## src/rtl/sweep_count_ctrl_if.sv

```systemverilog
// Control, load-request and status signals of the sweep counter, grouped as one bundle.
interface sweep_count_ctrl_if #(
  parameter int unsigned WIDTH = 8
);
  logic             start;
  logic             stop;
  logic [WIDTH-1:0] lo_bound;
  logic [WIDTH-1:0] hi_bound;
  logic             req0;
  logic             req1;
  logic [WIDTH-1:0] data0;
  logic [WIDTH-1:0] data1;
  logic             grant0;
  logic             grant1;
  logic [WIDTH-1:0] count;
  logic             dir;
  logic             busy;
  logic             wrap_pulse;
  logic             cfg_err;

  modport master (
    output start, stop, lo_bound, hi_bound, req0, req1, data0, data1,
    input  grant0, grant1, count, dir, busy, wrap_pulse, cfg_err
  );

  modport slave (
    input  start, stop, lo_bound, hi_bound, req0, req1, data0, data1,
    output grant0, grant1, count, dir, busy, wrap_pulse, cfg_err
  );
endinterface

```

## src/rtl/sweep_count_ctrl.sv

```systemverilog
// Up/down sweep counter between programmable bounds with pause/resume and
// round-robin arbitrated count loads from two requesters.
module sweep_count_ctrl #(
  parameter int unsigned WIDTH  = 8,
  parameter int unsigned LO_DEF = 10,
  parameter int unsigned HI_DEF = 98
) (
  input  logic                clk,
  input  logic                rst,
  sweep_count_ctrl_if.slave   bus
);

  localparam logic [1:0] IDLE = 2'd0;
  localparam logic [1:0] UP   = 2'd1;
  localparam logic [1:0] DOWN = 2'd2;
  localparam logic [1:0] HOLD = 2'd3;

  logic [1:0]       state;
  logic [WIDTH-1:0] count_r;
  logic [WIDTH-1:0] lo_r;
  logic [WIDTH-1:0] hi_r;
  logic             dir_r;
  logic             resume_dir;
  logic             rr_ptr;
  logic             wrap_r;
  logic             cfg_r;

  logic             start_ok;
  logic             grant0;
  logic             grant1;
  logic             load;
  logic [WIDTH-1:0] load_raw;
  logic [WIDTH-1:0] load_val;

  // An accepted IDLE start owns the count register, so no grant that cycle.
  always_comb begin
    start_ok = (state == IDLE) && bus.start && (bus.lo_bound < bus.hi_bound);
    grant0   = !rst && !start_ok && bus.req0 && (!bus.req1 || !rr_ptr);
    grant1   = !rst && !start_ok && bus.req1 && (!bus.req0 || rr_ptr);
    load     = grant0 || grant1;
    load_raw = grant1 ? bus.data1 : bus.data0;
    if (load_raw < lo_r)
      load_val = lo_r;
    else if (load_raw > hi_r)
      load_val = hi_r;
    else
      load_val = load_raw;
  end

  always_ff @(posedge clk) begin
    if (rst) begin
      state      <= IDLE;
      count_r    <= WIDTH'(LO_DEF);
      lo_r       <= WIDTH'(LO_DEF);
      hi_r       <= WIDTH'(HI_DEF);
      dir_r      <= 1'b1;
      resume_dir <= 1'b1;
      rr_ptr     <= 1'b0;
      wrap_r     <= 1'b0;
      cfg_r      <= 1'b0;
    end else begin
      wrap_r <= 1'b0;
      cfg_r  <= 1'b0;
      case (state)
        IDLE: begin
          if (bus.start) begin
            if (start_ok) begin
              lo_r    <= bus.lo_bound;
              hi_r    <= bus.hi_bound;
              count_r <= bus.lo_bound;
              dir_r   <= 1'b1;
              state   <= UP;
            end else begin
              cfg_r <= 1'b1;
            end
          end
        end
        UP: begin
          if (bus.stop) begin
            state      <= HOLD;
            resume_dir <= dir_r;
          end else if (!load) begin
            if (count_r == hi_r) begin
              count_r <= hi_r - WIDTH'(1);
              dir_r   <= 1'b0;
              state   <= DOWN;
              wrap_r  <= 1'b1;
            end else begin
              count_r <= count_r + WIDTH'(1);
            end
          end
        end
        DOWN: begin
          if (bus.stop) begin
            state      <= HOLD;
            resume_dir <= dir_r;
          end else if (!load) begin
            if (count_r == lo_r) begin
              count_r <= lo_r + WIDTH'(1);
              dir_r   <= 1'b1;
              state   <= UP;
              wrap_r  <= 1'b1;
            end else begin
              count_r <= count_r - WIDTH'(1);
            end
          end
        end
        HOLD: begin
          if (bus.stop)
            state <= IDLE;
          else if (bus.start)
            state <= resume_dir ? UP : DOWN;
        end
        default: state <= IDLE;
      endcase
      // A granted load overrides any step/reversal computed above.
      if (load) begin
        count_r <= load_val;
        rr_ptr  <= grant0;
      end
    end
  end

  assign bus.grant0     = grant0;
  assign bus.grant1     = grant1;
  assign bus.count      = count_r;
  assign bus.dir        = dir_r;
  assign bus.busy       = (state == UP) || (state == DOWN);
  assign bus.wrap_pulse = wrap_r;
  assign bus.cfg_err    = cfg_r;

endmodule

```

## src/flat_wrapper.sv

```systemverilog
// flat-port wrapper written by rule: the top's interface ports become plain ports
module sweep_count_ctrl_flat 
#(
  parameter int unsigned WIDTH  = 8,
  parameter int unsigned LO_DEF = 10,
  parameter int unsigned HI_DEF = 98
)
  (clk, rst, bus_start, bus_stop, bus_lo_bound, bus_hi_bound, bus_req0, bus_req1, bus_data0, bus_data1, bus_grant0, bus_grant1, bus_count, bus_dir, bus_busy, bus_wrap_pulse, bus_cfg_err);
  sweep_count_ctrl_if #(.WIDTH(WIDTH)) bus_i ();
  input  logic clk;
  input  logic rst;
  input wire logic [$bits(bus_i.start)-1:0] bus_start;
  input wire logic [$bits(bus_i.stop)-1:0] bus_stop;
  input wire logic [$bits(bus_i.lo_bound)-1:0] bus_lo_bound;
  input wire logic [$bits(bus_i.hi_bound)-1:0] bus_hi_bound;
  input wire logic [$bits(bus_i.req0)-1:0] bus_req0;
  input wire logic [$bits(bus_i.req1)-1:0] bus_req1;
  input wire logic [$bits(bus_i.data0)-1:0] bus_data0;
  input wire logic [$bits(bus_i.data1)-1:0] bus_data1;
  output wire logic [$bits(bus_i.grant0)-1:0] bus_grant0;
  output wire logic [$bits(bus_i.grant1)-1:0] bus_grant1;
  output wire logic [$bits(bus_i.count)-1:0] bus_count;
  output wire logic [$bits(bus_i.dir)-1:0] bus_dir;
  output wire logic [$bits(bus_i.busy)-1:0] bus_busy;
  output wire logic [$bits(bus_i.wrap_pulse)-1:0] bus_wrap_pulse;
  output wire logic [$bits(bus_i.cfg_err)-1:0] bus_cfg_err;
  assign bus_i.start = bus_start;
  assign bus_i.stop = bus_stop;
  assign bus_i.lo_bound = bus_lo_bound;
  assign bus_i.hi_bound = bus_hi_bound;
  assign bus_i.req0 = bus_req0;
  assign bus_i.req1 = bus_req1;
  assign bus_i.data0 = bus_data0;
  assign bus_i.data1 = bus_data1;
  assign bus_grant0 = bus_i.grant0;
  assign bus_grant1 = bus_i.grant1;
  assign bus_count = bus_i.count;
  assign bus_dir = bus_i.dir;
  assign bus_busy = bus_i.busy;
  assign bus_wrap_pulse = bus_i.wrap_pulse;
  assign bus_cfg_err = bus_i.cfg_err;
  sweep_count_ctrl #(.WIDTH(WIDTH), .LO_DEF(LO_DEF), .HI_DEF(HI_DEF)) u_core (.clk(clk), .rst(rst), .bus(bus_i));
endmodule
```

## config.mk

```make
export PLATFORM = sky130hd
export DESIGN_NAME = sweep_count_ctrl_flat
export DESIGN_NICKNAME = d
export VERILOG_FILES = /design/src/rtl/sweep_count_ctrl_if.sv /design/src/rtl/sweep_count_ctrl.sv /design/src/flat_wrapper.sv
export SDC_FILE = /design/constraint.sdc
export NUM_CORES = 1
export LEC_CHECK = 0
export BUFFER_PORTS_ARGS = -buffer_cell sky130_fd_sc_hd__buf_2
export CORE_MARGIN = 2
export CORE_UTILIZATION = 42
export DETAILED_ROUTE_END_ITERATION = 12
export PLACE_DENSITY = 0.63
export SLEW_MARGIN = 5
export SYNTH_ARGS = -nofsm -noshare
export SYNTH_HDL_FRONTEND = slang
export SYNTH_SLANG_ARGS = --single-unit
```

## constraint.sdc

```tcl
create_clock -name clk -period 3.4 [get_ports clk]
set_input_delay 0.34 -clock clk [delete_from_list [all_inputs] [get_ports clk]]
set_output_delay 0.34 -clock clk [all_outputs]
set_load 0.05 [all_outputs]
```

==> impl_metrics.ini, run 1 <==
[timing]
hold_viol = 0
period_minus_slack_ps = 3407
setup_ws_ps = -7.488
relSlewSlack = 0.5199
fin_tns_setup_ps = -7.488
rsz0062_at_grt = yes
final_max_slew_viol_count = 0
max_freq_mhz = 293.5
worst_pin_slew_ps = 712.6
period_share = 1.002
finClkSkew_ps = 6.789
setup_violations = 1

[setup_path]
cp.required_ps = 3610
worstPathArrival_ps = 3620
r2r-end = u_core.bus.count[1]
cp_cell_sequence = buf_4, inv_8, ha_4, a2111o_1, a211o_1, nand3_4, clkinv_8, mux2i_4, inv_2, buf_4, ha_1, nand3_1, o32ai_4, a21o_1, buf_4, nor2_1, a211o_1, a22oi_1
slowest_stage = a2111o_1
reg2reg_slack_ps = 50
crit_fanout = 7
path_buf_inv = 6
slowest_delay_ps = 380
end_kind = register
cp-start-kind = input port
r2r_cells = 17
critPathKind = in2reg
r2r_start = u_core.state[1]
crit_family = compound AO/OA/AOI/OAI gates
crit_top_cell = buf_4

[clock_tree]
clock_latency_ps = 290
cts_sinks = 31
tritoncts = done
cts_max_level = 2
cts_root_buf = clkbuf_8
cts_made_buffers = 5
hold_buffers = 0
cts_max_path_buffers = 2
clk_pin_slew_ps = 70

[detailed_routing]
drc = 0
drt-initial-drc-count = 338
drt-total-wl_microns = 11420
drtAntennaViolNets = 0
wl_per_cell_microns = 18.30
vias = 3712
via_per_inst = 5.949
dr.pass1.iters = 4

[yosys]
ys_seq_area_frac = 0.1926
synth-seq-cells = 31
netlist_area_sq_um = 3222
ys_warn_count = 0
synthArstFlopShare = 0
synth_top_area_share = 0.1926
yosysTopAreaCell = dfxtp_1
synthFlopType = dfxtp_1
synthDistinctLibCells = 53
syn_nets = 505
syn-instance-count = 436
synth.top_cells.by_area = dfxtp_1 (19%), ha_1 (12%), xnor2_1 (8.4%)
synth_most_common_cell = nor2_1
postSynthAreaPerCell_sq_um = 7.390
synth-edff-count = 0
yosys-top-cells-count = nor2_1 (47), inv_1 (41), a21oi_1 (33)

[final_layout]
stdcell_count = 624
seq_area_sq_um = 621.8
nets = 593
finalInstanceArea_sq_um = 4349
drive_gt1_frac = 0.3048
fill_cells = 676
diodes = 0
area_delta_synth_final_pct = 34.99
multi_input_area_sq_um = 2658

[grt]
grt_use_total = 0.2652
antenna_found_initial = 0
grt_pass1_wl_microns = 17660
grt_max_degree = 35
overflow = 0
grt_pass1_vias = 3424

[placement]
dp.cells = 607
placed_area_sq_um = 3905
dp_hpwl_microns = 8467
port_buffers = 51
place_congestion = 0.9565

[die]
num_rows = 31
dieArea_sq_um = 8388
die_y_microns = 91.59
core_sq_um = 7331
die_w_microns = 91.59
ios = 52
initial_core_util = 0.4395

[min_path]
hold_class = in2reg
worstHoldStart = bus_hi_bound[0]
hold_path_end = u_core.hi_r[0]
min_path_cells = 3

[status]
status = complete, but fails checks
violations = setup timing

[power_and_ir_drop]
power_density_nw_per_um2 = 661.5
p_leak_nw = 1.841
ir_drop_v = 0.0003304

[job]
maxCapViolations = 0
[through the flow]
| step | hold slack [ps] | power [W] | setup slack, ps | utilization |
|---|---|---|---|---|
| after floorplan | 474.5 | 0.001830 | -87.25 | - |
| after global placement | 498.8 | 0.002279 | -352.2 | 0.5327 |
| after detailed placement | 493.1 | 0.002293 | -452.7 | 0.5327 |
| after CTS | 321.0 | 0.002691 | 4.712 | 0.5533 |
| after global routing | 346.2 | 0.003071 | -126.1 | 0.5933 |
| final | 331.7 | 0.002877 | -7.488 | 0.5933 |
[timing repair]
action	4_1_cts	5_1_grt
pin swaps	4	15
resized for setup	4	54
setup endpoints to repair	7	8
setup buffers	3	4
gates cloned	1	1
[worst reg2reg max path: cells and delay by family (launching register included)]
family          cells  cell delay (ps)
compound gates      5             1230
fa+ha+maj           2              510
buf+inv             5              540
flops               1              340
mux                 1              200
simple gates        4              470
[power by group]
part           internal, W  leakage [nW]  total [W]  switching [W]
combinational     0.000740          1.53    0.00185        0.00111
sequential        0.000450         0.255   0.000658       0.000208
clock             0.000218        0.0581   0.000370       0.000152
[final cells by class]
cell class / count / share of cell area
Clock buffer: 5 / 0.01582
Clock inverter: 3 / 0.01007
Multi-Input combinational cell: 341 / 0.6110
Sequential cell: 31 / 0.1430
Tap cell: 99 / 0.02848
Timing Repair Buffer: 103 / 0.1507
Inverter: 42 / 0.04085
[logic make-up (layout without fill, tap and decap cells)]
family                   Yosys count  after routing  share of synthesized area
XOR/XNOR                          38             38                     0.1033
AND/OR/NAND/NOR                  139            140                     0.2093
AO/OA/AOI/OAI                    119            120                     0.2583
adder cells (fa/ha/maj)           31             31                     0.1204
multiplexers                      12             12                    0.03728
flip-flops                        31             31                     0.1926
buffers and inverters             66            153                    0.07884
[how the worst max path moves through the flow]
stage / startpoint / endpoint / cells past startpoint
floorplan: bus_lo_bound[1] / u_core.bus.count[3] / 16
global placement: bus_hi_bound[1] / u_core.bus.count[2] / 17
detailed placement: bus_hi_bound[1] / u_core.bus.count[7] / 17
CTS: bus_hi_bound[1] / u_core.bus.count[5] / 19
global route: bus_hi_bound[2] / u_core.bus.count[1] / 19
finish: bus_hi_bound[1] / u_core.bus.count[1] / 18
[cells in the final DEF, fill, tap and decap left out, types with 5 or more instances in the layout]
master / Yosys / layout
buf_4: 1 / 51
buf_2: 2 / 50
nor2_1: 47 / 45
inv_1: 41 / 33
xnor2_1: 31 / 31
dfxtp_1: 31 / 30
a21oi_1: 33 / 28
nand2_1: 25 / 25
ha_1: 31 / 25
nand3_1: 21 / 18
o21ai_0: 18 / 14
nand4_1: 10 / 10
a211o_1: 9 / 9
nor3_1: 8 / 8
a211oi_1: 13 / 8
inv_2: 1 / 7
xor2_1: 7 / 7
o211ai_1: 7 / 7
mux2i_1: 12 / 6
mux2i_4: 0 / 6
ha_4: 0 / 6
o21ai_1: 2 / 5
a21oi_2: 0 / 5
a211oi_2: 1 / 5
clkbuf_8: 0 / 5
[sequential cells by signal, indices dropped and copies added (netlist names)]
name                   flops
u_core.resume_dir          1
u_core.rr_ptr              1
u_core.bus.count           8
u_core.state               2
u_core.lo_r                8
u_core.bus.wrap_pulse      1
u_core.bus.dir             1
u_core.bus.cfg_err         1
u_core.hi_r                8
[metal layers]
layer  up-vias  wire, microns  GRT usage  part of all wire
met5         -              0          0                 0
met4         0            331    0.08460             0.029
met3        27            980    0.04647             0.086
met2       185           5120     0.4105              0.45
met1      1743           4988     0.3715              0.44
li1       1757              -          -                 -
Power figures use the tool's default switching activity.
==> inputs of run 2 (changes only) <==
- CORE_UTILIZATION: 42 -> 45
- PLACE_DENSITY: 0.63 -> 0.66
- RECOVER_POWER: not set -> 25
==> impl_metrics.ini, run 2 (synthesized netlist as in run 1, its figures left out) <==
[detailed_routing]
drtAntennaViolNets = 0
drc = 0
drt-initial-drc-count = 416
vias = 3827
wl_per_cell_microns = 19.73
drt-total-wl_microns = 12370
via_per_inst = 6.104
dr.pass1.iters = 5

[setup_path]
cp.required_ps = 3550
crit_fanout = 7
end_kind = register
worstPathArrival_ps = 3620
cp-start-kind = input port
slowest_delay_ps = 430
slowest_stage = a2111o_1
critPathKind = in2reg
cp_cell_sequence = buf_8, clkinv_8, ha_4, a2111o_1, a211o_1, nand3_4, clkinv_8, mux2i_4, inv_2, ha_1, nand3_2, a21oi_2, o311ai_4, buf_4, a211oi_1, a31oi_1, mux2i_1, a211oi_1

[power_and_ir_drop]
power_density_nw_per_um2 = 659.0
p_int_w = 0.001401
seq_power_share = 0.219
ir_drop_v = 0.0004405
p_leak_nw = 1.846
swShare = 0.5239
clkPwrFrac = 0.116
p_sw_w = 0.001541
pwr-share-comb = 0.665

[grt]
grt_use_met3 = 0.05317
grt_use_total = 0.2923
antenna_found_initial = 0
overflow = 0
grt_pass1_vias = 3226
grt_max_degree = 35
use_met1 = 0.4235
grt_pass1_wl_microns = 17370
use_met2 = 0.4545
top_usage_layer = met2

[final_layout]
fill_cells = 612
diodes = 0
final_common_cell = buf_4
drive_gt1_frac = 0.3089
area_delta_synth_final_pct = 38.56
finalInstanceArea_sq_um = 4464
nets = 599
final_cell_mix = buf_4 (54), nor2_1 (46), buf_2 (40)

[clock_tree]
tritoncts = done
hold_buffers = 0
cts_max_level = 2
clock_latency_ps = 290
cts_root_buf = clkbuf_8
cts_made_buffers = 5
cts_max_path_buffers = 2
clk_pin_slew_ps = 70
cts_sinks = 31

[timing]
final_max_slew_viol_count = 0
setup_ws_ps = -62.52
max_freq_mhz = 288.8
worst_pin_slew_ps = 750.6
period_minus_slack_ps = 3463
finClkSkew_ps = 4.812
period_share = 1.018
rsz0062_at_grt = yes
hold_viol = 0
setup_violations = 3
fin_tns_setup_ps = -136.7
relSlewSlack = 0.4962

[status]
violations = setup timing
status = complete, but fails checks

[die]
die_y_microns = 88.62
num_rows = 30
ios = 52
die_w_microns = 88.62
initial_core_util = 0.4690
dieArea_sq_um = 7853
core_sq_um = 6869

[placement]
placed_area_sq_um = 3931
port_buffers = 51
dp_hpwl_microns = 8860
place_congestion = 0.9848

[job]
maxCapViolations = 0

[min_path]
hold_class = in2reg
## run 2: what timing repair did
action	4_1_cts	5_1_grt
setup buffers	2	7
endpoints found under the setup margin	8	8
gates cloned	1	1
pin swaps	7	31
resized for setup	4	67
## run 2: power by group through the flow
| stage | Sequential [W] | Clock, W | Combinational, W |
|---|---|---|---|
| floorplan | 0.000649 | 0 | 0.00118 |
| global placement | 0.000636 | 0 | 0.00167 |
| detailed placement | 0.000640 | 0 | 0.00170 |
| CTS | 0.000631 | 0.000336 | 0.00172 |
| global route | 0.000653 | 0.000362 | 0.00209 |
| finish | 0.000643 | 0.000342 | 0.00196 |
## run 2: metal layers
layer	up-vias	wire, microns
met5	-	0
met4	0	316
met3	32	1125
met2	226	5725
met1	1804	5205
li1	1765	-
## run 2: area by class of cell
type | count | area, sq um | share of cell area
clock inverter | 1 | 7.507 | 0.001682
multi-input combinational | 341 | 2726 | 0.6107
inverter | 42 | 182.7 | 0.04092
clock buffer | 7 | 96.34 | 0.02158
timing repair buffer | 109 | 710.7 | 0.1592
sequential | 31 | 620.6 | 0.1390
tap | 96 | 120.1 | 0.02691
## run 2: worst paths after layout
path                                         from  slack (ps)             endpoint  cells after the start
worst min register to register  u_core.resume_dir         520    u_core.resume_dir                      2
worst max register to register    u_core.state[0]           0  u_core.bus.count[6]                     17
worst min-delay path              bus_hi_bound[2]         320       u_core.hi_r[2]                      3
worst max-delay path              bus_hi_bound[1]         -60  u_core.bus.count[6]                     18
## run 2: critical path: cells and delay by family
| kind | cells | cell delay (ps) |
|---|---|---|
| compound gates | 7 | 1670 |
| fa+ha+maj | 2 | 510 |
| buf+inv | 5 | 470 |
| mux | 2 | 380 |
| simple gates | 2 | 250 |
## run 2: stage by stage
stage / hold slack, ps / instances / util / setup WS (ps) / total power [W]
3_5_place_dp: 502.8 / 608 / 0.5723 / -441.3 / 0.002335
3_3_place_gp: 502.1 / 608 / 0.5723 / -344.9 / 0.002311
4_1_cts: 321.5 / 619 / 0.5918 / 6.432 / 0.002690
5_1_grt: 327.0 / 627 / 0.6499 / -200.9 / 0.003109
2_1_floorplan: 474.5 / 436 / - / -87.25 / 0.001830
6_report: 321.0 / 627 / 0.6499 / -62.52 / 0.002942
